--- config.mk ---
export PLATFORM = sky130hd
export DESIGN_NAME = hazard_controller
export DESIGN_NICKNAME = d
export VERILOG_FILES = /design/src/rtl/hazard_controller.sv
export SDC_FILE = /design/constraint.sdc
export NUM_CORES = 1
export LEC_CHECK = 0
export CORE_ASPECT_RATIO = 0.6
export CORE_UTILIZATION = 34
export CTS_BUF_LIST = sky130_fd_sc_hd__clkbuf_8
export CTS_CLUSTER_DIAMETER = 150
export DETAILED_ROUTE_END_ITERATION = 8
export PLACE_DENSITY_LB_ADDON = 0.08
export SLEW_MARGIN = 20
export SYNTH_ARGS = -nofsm -noshare
export SYNTH_HDL_FRONTEND = slang
export SYNTH_SLANG_ARGS = --single-unit
--- constraint.sdc ---
create_clock -name clk -period 1.9 [get_ports clk]
set_input_delay 0.38 -clock clk [delete_from_list [all_inputs] [get_ports clk]]
set_output_delay 0.38 -clock clk [all_outputs]
set_load 0.02 [all_outputs]
--- src/rtl/hazard_controller.sv ---
// -----------------------------------------------------------------------------
// hazard_controller
//
// Sequencing controller for the 5-stage LEGv8 pipeline. It handles three jobs:
//   * load-use hazards: holds PC and IF/ID for LOAD_LAT cycles and bubbles ID/EX
//   * taken branches resolved in MEM: flushes IF/ID, ID/EX and EX/MEM
//   * data-memory wait states: freezes the whole pipeline, with a watchdog
//
// Parameters
//   LOAD_LAT       stall cycles per load-use hazard (>= 1)
//   STALL_TIMEOUT  consecutive dmem-not-ready cycles before timeout_err (0 = off)
//
// Optional feature macro: HAZARD_PERF_EN
//   defined   -> 32-bit stall_count / flush_count performance counters
//   undefined -> no counter flops, both outputs tie to zero
//
// Ports
//   clk             in   clock, all state on rising edge
//   reset           in   synchronous reset, active-high
//   ID_EX_memRead   in   instruction in EX is a load
//   ID_EX_rd        in   destination register of instruction in EX
//   IF_ID_rn/rm     in   source registers of instruction in ID
//   branch_taken_M  in   taken branch resolved in MEM
//   dmem_ready      in   data memory completes its access this cycle
//   PC_write        out  PC load enable
//   IF_ID_write     out  IF/ID load enable
//   ID_EX_bubble    out  zero control bits entering ID/EX
//   IF_ID_flush     out  clear IF/ID
//   ID_EX_flush     out  clear ID/EX
//   EX_MEM_flush    out  clear EX/MEM
//   pipe_en         out  load enable for ID/EX, EX/MEM, MEM/WB
//   timeout_err     out  sticky watchdog flag
//   stall_count     out  load-use stall cycles (perf)
//   flush_count     out  branch flush events (perf)
// -----------------------------------------------------------------------------
module hazard_controller #(
  parameter int LOAD_LAT      = 1,
  parameter int STALL_TIMEOUT = 255
) (
  input  logic        clk,
  input  logic        reset,
  input  logic        ID_EX_memRead,
  input  logic [4:0]  ID_EX_rd,
  input  logic [4:0]  IF_ID_rn,
  input  logic [4:0]  IF_ID_rm,
  input  logic        branch_taken_M,
  input  logic        dmem_ready,
  output logic        PC_write,
  output logic        IF_ID_write,
  output logic        ID_EX_bubble,
  output logic        IF_ID_flush,
  output logic        ID_EX_flush,
  output logic        EX_MEM_flush,
  output logic        pipe_en,
  output logic        timeout_err,
  output logic [31:0] stall_count,
  output logic [31:0] flush_count
);

  localparam int LCW = $clog2(LOAD_LAT + 1);
  localparam int WW  = (STALL_TIMEOUT > 0) ? $clog2(STALL_TIMEOUT + 1) : 1;
  localparam logic [LCW-1:0] LCNT_INIT = LCW'(LOAD_LAT - 1);
  localparam logic [WW-1:0]  W_LIMIT   = WW'(STALL_TIMEOUT);

  typedef enum logic [0:0] {RUN, LOAD_STALL} state_t;

  state_t          r_state;
  logic [LCW-1:0]  r_lcnt;
  logic [WW-1:0]   r_wcnt;
  logic            r_timeout;

  logic            w_haz;
  logic            w_flush;
  logic            w_ld_stall;
  logic [WW-1:0]   w_wcnt_inc;

  // XZR (X31) is never a real producer, so it cannot create a hazard.
  assign w_haz = ID_EX_memRead && (ID_EX_rd != 5'd31) &&
                 ((ID_EX_rd == IF_ID_rn) || (ID_EX_rd == IF_ID_rm));

  // Branch_taken_M is held by the frozen MEM stage during a dmem wait, so
  // gating it with dmem_ready defers the flush to the first ready cycle.
  assign w_flush    = dmem_ready && branch_taken_M;
  assign w_ld_stall = dmem_ready && !branch_taken_M &&
                      ((r_state == LOAD_STALL) || ((r_state == RUN) && w_haz));
  assign w_wcnt_inc = r_wcnt + WW'(1);

  // Output decode, priority: reset > dmem freeze > branch flush > load-use > idle.
  always_comb begin
    PC_write     = 1'b1;
    IF_ID_write  = 1'b1;
    pipe_en      = 1'b1;
    ID_EX_bubble = 1'b0;
    IF_ID_flush  = 1'b0;
    ID_EX_flush  = 1'b0;
    EX_MEM_flush = 1'b0;
    if (reset) begin
      PC_write     = 1'b0;
      IF_ID_write  = 1'b0;
      pipe_en      = 1'b0;
      ID_EX_bubble = 1'b1;
      IF_ID_flush  = 1'b1;
      ID_EX_flush  = 1'b1;
      EX_MEM_flush = 1'b1;
    end else if (!dmem_ready) begin
      PC_write    = 1'b0;
      IF_ID_write = 1'b0;
      pipe_en     = 1'b0;
    end else if (w_flush) begin
      IF_ID_flush  = 1'b1;
      ID_EX_flush  = 1'b1;
      EX_MEM_flush = 1'b1;
    end else if (w_ld_stall) begin
      PC_write     = 1'b0;
      IF_ID_write  = 1'b0;
      ID_EX_bubble = 1'b1;
    end
  end

  assign timeout_err = r_timeout;

  // FSM, load-stall down-counter and watchdog.
  always_ff @(posedge clk) begin
    if (reset) begin
      r_state   <= RUN;
      r_lcnt    <= '0;
      r_wcnt    <= '0;
      r_timeout <= 1'b0;
    end else begin
      // Watchdog: count consecutive wait cycles, saturating at the limit.
      if (!dmem_ready) begin
        if ((STALL_TIMEOUT != 0) && (r_wcnt != W_LIMIT)) begin
          r_wcnt <= w_wcnt_inc;
          if (w_wcnt_inc == W_LIMIT) begin
            r_timeout <= 1'b1;
          end
        end
      end else begin
        r_wcnt <= '0;
      end

      // State and lcnt hold while memory is not ready.
      if (w_flush) begin
        r_state <= RUN;
        r_lcnt  <= '0;
      end else if (dmem_ready) begin
        case (r_state)
          RUN: begin
            // With LOAD_LAT==1 the single bubble is enough; stay in RUN.
            if (w_haz && (LOAD_LAT > 1)) begin
              r_state <= LOAD_STALL;
              r_lcnt  <= LCNT_INIT;
            end
          end
          LOAD_STALL: begin
            r_lcnt <= r_lcnt - LCW'(1);
            if (r_lcnt == LCW'(1)) begin
              r_state <= RUN;
            end
          end
          default: begin
            r_state <= RUN;
            r_lcnt  <= '0;
          end
        endcase
      end
    end
  end

`ifdef HAZARD_PERF_EN
  logic [31:0] r_stall_count;
  logic [31:0] r_flush_count;

  // Both qualifiers already require dmem_ready, so counts hold during a freeze.
  always_ff @(posedge clk) begin
    if (reset) begin
      r_stall_count <= '0;
      r_flush_count <= '0;
    end else begin
      if (w_ld_stall) begin
        r_stall_count <= r_stall_count + 32'd1;
      end
      if (w_flush) begin
        r_flush_count <= r_flush_count + 32'd1;
      end
    end
  end

  assign stall_count = r_stall_count;
  assign flush_count = r_flush_count;
`else
  assign stall_count = 32'd0;
  assign flush_count = 32'd0;
`endif

endmodule

* Yosys cells after proc, flatten, opt, wreduce, memory -nomap -nowiden
Cells that the tools add are included.
** Word-level totals
- Register bits after elaboration :: 11
- Latch bits :: 0
- Memory bits (writable) :: 0
- ROM bits :: 0
- Input port bits :: 20
- Word-level logic and storage cells :: 41
- Memories :: 0
** Operators by class
- Add/subtract/negate cells :: 2
- $mul :: 0
- Div/mod/pow operators :: 0
- Order comparisons :: 0
- Eq/ne operators :: 5
- Shift-type cells :: 0
- Mux-type cells :: 15
- Bitwise gates (word level) :: 2
- Reduce and logical (&&, ||, !) cells :: 13
** Operators by type and width (number)
- $mux W1 :: 15
- $eq A5 B5 Y1 :: 2
- $add A8 B1 Y8 const B :: 1
- $eq A8 B8 Y1 const B :: 1
- $ne A8 B8 Y1 const B :: 1
- $logic_and A1 B1 Y1 :: 6
- $ne A5 B5 Y1 const B :: 1
- $reduce_or A2 Y1 :: 2
- $reduce_and A3 Y1 :: 1
- $logic_or A1 B1 Y1 :: 2
- $not A1 Y1 :: 2
- $reduce_and A2 Y1 :: 1
- $logic_not A1 Y1 :: 1
- $sub A1 B1 Y1 const B :: 1

* Depth between registers and ports, before layout
- Word-level depth :: 10
- Depth in mapped cells :: 6
- Gate-level depth less buffers :: 5

* Worst setup path before layout
OpenSTA, ideal clock, no wires.
- Kind :: input port to output port
- From :: input port dmem_ready
- To :: output port PC_write
- Arrival :: 1321 ps
- Data required time :: 1520 ps
- Setup slack :: 199 ps
- Stages on the path :: 3
- Buffers on the path :: 1
- Path through :: nor2b_1 > o221a_1 > buf_4
** Between the ends
- Cells in the longest elaborated chain, start to end :: 6
** RTL lines
- from (decl) :: line 47 : input logic dmem_ready,
- $logic_and A1 B1 Y1 (2 in a row) :: line 84 : assign w_ld_stall = dmem_ready && !branch_taken_M &&
- $mux W1 (2 in a row)
- $mux W1 * (2 in a row)
- to (decl) :: line 48 : output logic PC_write,
Every way passes the cells marked *; elsewhere a longest branch is shown, timed or not.

* Final worst setup path
- From :: input port IF_ID_rm[4]
- To :: output port IF_ID_write
** Between the ends
- Cells in the longest elaborated chain, start to end :: 10
** RTL lines
- from (decl) :: line 45 : input logic [4:0] IF_ID_rm,
- $eq A5 B5 Y1 :: line 79 : ((ID_EX_rd == IF_ID_rn) || (ID_EX_rd == IF_ID_rm));
- $logic_or A1 B1 Y1 :: line 79
- $logic_and A1 B1 Y1 :: line 78 : assign w_haz = ID_EX_memRead && (ID_EX_rd != 5'd31) &&
- $logic_and A1 B1 Y1 :: line 85 : ((r_state == LOAD_STALL) || ((r_state == RUN) && w_haz));
- $logic_or A1 B1 Y1 :: line 85
- $logic_and A1 B1 Y1 :: line 84
- $mux W1 :: line 113 : end else if (w_ld_stall) begin
- $mux W1 :: line 109 : end else if (w_flush) begin
- $mux W1 :: line 105 : end else if (!dmem_ready) begin
- $mux W1 :: line 97 : if (reset) begin
- to (decl) :: line 49 : output logic IF_ID_write,
Every way passes these cells.

==> results.yml <==
run_status:
  run_status: "finished, final reports clean"
global_routing:
  grt_pass1_vias: 681
  maximum_number_of_pins_on_one_net_before_global_route_repair: 9
  antenna_violations_before_repair: 0
  gr-usage-all-layers_pct: 11.7
  grt-ovfl-total: 0
  grt_pass1_wl_um: 3110
floorplanning:
  rows: 15
  core_footprint_um2: 3040
  fp.dieW_um: 77.3
  design.die.area_um2: 3650
  initial_core_util_pct: 38.1
  die_h_um: 47.2
  boundaryPins: 92
drt:
  routed_wirelength_um: 2160
  first_pass_iters: 6
  postRouteAntennaNets: 0
  drc_errors: 0
  avgRoutedWirePerCell_um: 9.93
  dr_total_vias: 813
  drt_iter0_markers: 20
  detail_route.vias_per_cell: 3.75
cells_and_area:
  nets: 198
  fin_util_pct: 42.3
  area_growth_pct: 11.2
  diodes: 0
  share_of_cells_above_drive_strength_1_pct: 16.6
place:
  dp.final_hpwl_um: 1790
  post-place-ws_ns: -0.758
  gpl.final_weighted_congestion: 0.878
  port_buffers: 27
setup_path:
  worst_setup_start_kind: "input port"
  worst_path_arrival_ns: 1.45
  cp-end-kind: "primary output"
  worstPathRequired_ns: 1.52
  worst_path_max_delay_cell: "sky130_fd_sc_hd__o221a_1"
  crit_fanout: 2
  critical-path-max-stage-delay_ns: 0.28
  crit_path_cell_trace: "dlygate4sd2_1 > xor2_2 > nor3_2 > a22oi_2 > o221a_1 > buf_6"
  reg2regPathDepth: 5
  setup.worst_path.class: "in2out"
yosys:
  syn_area_um2: 1160
  synthesis_warnings: 0
  synth-main-ff-cell: "sky130_fd_sc_hd__dfxtp_1"
  synth-seq-area-share_pct: 19.0
  postSynthCellCount: 144
  post_synth_main_area_contributors: "sky130_fd_sc_hd__buf_4 43%, sky130_fd_sc_hd__dfxtp_1 19%, sky130_fd_sc_hd__xor2_1 9.1%"
  synth.most_common_cell: "sky130_fd_sc_hd__buf_4"
  postSynth.asyncResetShare_pct: 0
  yosysUniqueCellTypes: 31
  synth.largest_area_cell: "sky130_fd_sc_hd__buf_4"
  synth_edf_count: 0
  synth.top_cells.by_count: "67 x sky130_fd_sc_hd__buf_4, 12 x sky130_fd_sc_hd__xor2_1, 11 x sky130_fd_sc_hd__dfxtp_1"
  synth_seq_cells: 11
  syn_avg_cell_area_um2: 8.04
  synthDominantCellAreaShare_pct: 43.5
power_and_ir_drop:
  power_per_cell_area_nw_per_um2: 542
  vdd_ir_drop_max_mv: 0.383
  leakagePower_uw: 0.000616
min_path:
  worst_hold_path_type: "reg2reg"
  whs_path_depth: 2
timing:
  rsz0062_at_grt: "no"
  hold_violations: 0
  fin_crit_ns: 1.83
  period_share_pct: 96.6
  max_clock_freq_mhz: 545
  fin_skew_ns: 0.000531
  finalMaxSlewViolations: 0
  holdWs_ns: 0.445
  min_setup_slack_post_route_ns: 0.0652
  report.final.setup_viol: 0
  fin_setup_tns_ns: 0
run:
  drv_cap: 0
cts:
  clock_insertion_delay_worst_skew_ns: 0.24
  num_cts_buffers: 3
  post_cts_hold_buffer_count: 0
  clkSlewWorstSetupHoldPaths_ns: 0.05
  cts_sinks: 11
  cts_tree: "done"
  clock_tree.htree_level_count: 1
  cts_root_buffer: "sky130_fd_sc_hd__clkbuf_8"
  postCtsSetupBuffers: 0
  ctsLongestPathBuffers: 2
[placed cells by master (no fill, tap or decap), types with 3 or more instances in the layout]
| cell type | count |
|---|---|
| sky130_fd_sc_hd__clkdlybuf4s50_1 | 3 |
| sky130_fd_sc_hd__dlygate4sd2_1 | 7 |
| sky130_fd_sc_hd__a21oi_1 | 6 |
| sky130_fd_sc_hd__clkbuf_8 | 3 |
| sky130_fd_sc_hd__nand2_1 | 4 |
| sky130_fd_sc_hd__clkdlybuf4s15_1 | 6 |
| sky130_fd_sc_hd__dfxtp_1 | 11 |
| sky130_fd_sc_hd__nand3_1 | 3 |
| sky130_fd_sc_hd__inv_1 | 4 |
| sky130_fd_sc_hd__buf_4 | 6 |
| sky130_fd_sc_hd__nor2_1 | 6 |
| sky130_fd_sc_hd__conb_1 | 64 |
| sky130_fd_sc_hd__buf_2 | 3 |
| sky130_fd_sc_hd__xnor2_1 | 4 |
| sky130_fd_sc_hd__xor2_1 | 10 |
| sky130_fd_sc_hd__clkbuf_2 | 5 |
[timing repair]
action / 4_1_cts / 5_1_grt
resized for setup: 50 / 18
endpoints found under the setup margin: 7 / 3
pin swaps: 8 / 9
[path summary, 6_finish.rpt]
kind	from	to	slack, ns
max reg2reg	r_wcnt[0]$_SDFFE_PP0N_	r_wcnt[1]$_SDFFE_PP0N_	0.31
min	timeout_err$_SDFFE_PP0P_	timeout_err$_SDFFE_PP0P_	0.44
max	IF_ID_rm[4]	IF_ID_write	0.07
min reg2reg	timeout_err$_SDFFE_PP0P_	timeout_err$_SDFFE_PP0P_	0.44
[sequential cells by signal, indices dropped and copies added, names as in the netlist]
name,count
r_lcnt,1
r_state,1
r_wcnt,8
timeout_err,1
[power by group]
| part | switching, uW | internal (uW) | total [uW] |
|---|---|---|---|
| Sequential | 2.69 | 233 | 236 |
| Clock | 88.4 | 142 | 230 |
| Combinational | 170 | 61.8 | 231 |
| Total | 261 | 437 | 698 |
[final cells by class]
class	count	area (um2)
Tap cell	42	52.6
Fill cell	312	1750
Clock inverter	1	3.75
Inverter	3	11.3
Sequential cell	11	220
Clock buffer	3	41.3
Multi-Input combinational cell	124	688
Timing Repair Buffer	33	270
[through the flow]
| stage | area [um2] | total power (uW) | cells |
|---|---|---|---|
| after floorplan | 1390 | 502 | 207 |
| after detailed placement | 1250 | 476 | 213 |
| after global routing | 1290 | 738 | 217 |
| final | 1290 | 698 | 217 |
| after CTS | 1290 | 701 | 217 |
| after global placement | 1250 | 477 | 213 |
[layer usage]
metal | routed length [um] | global-route usage [%]
met4 | 0 | 2.26
met2 | 1040 | 21.4
met3 | 166 | 4.66
met5 | 0 | 0
met1 | 945 | 13.6
[cells by family (layout without fill, tap and decap cells)]
kind of cell | count (synthesis) | in the layout | share of synthesized area [%]
compound gates | 15 | 15 | 8.76
xor+xnor | 16 | 16 | 12.1
fa+ha+maj | 2 | 2 | 2.16
buf+inv | 72 | 40 | 45.2
flops | 11 | 11 | 19.0
other cells | 1 | 64 | 0.324
simple gates | 27 | 27 | 12.4
[worst max-delay path: cells and delay by family]
kind	cells	cell delay, ns
AO/OA/AOI/OAI	2	0.39
XOR/XNOR	1	0.14
buffers and inverters	2	0.39
AND/OR/NAND/NOR	1	0.14
(Power assumes the default switching activity.)
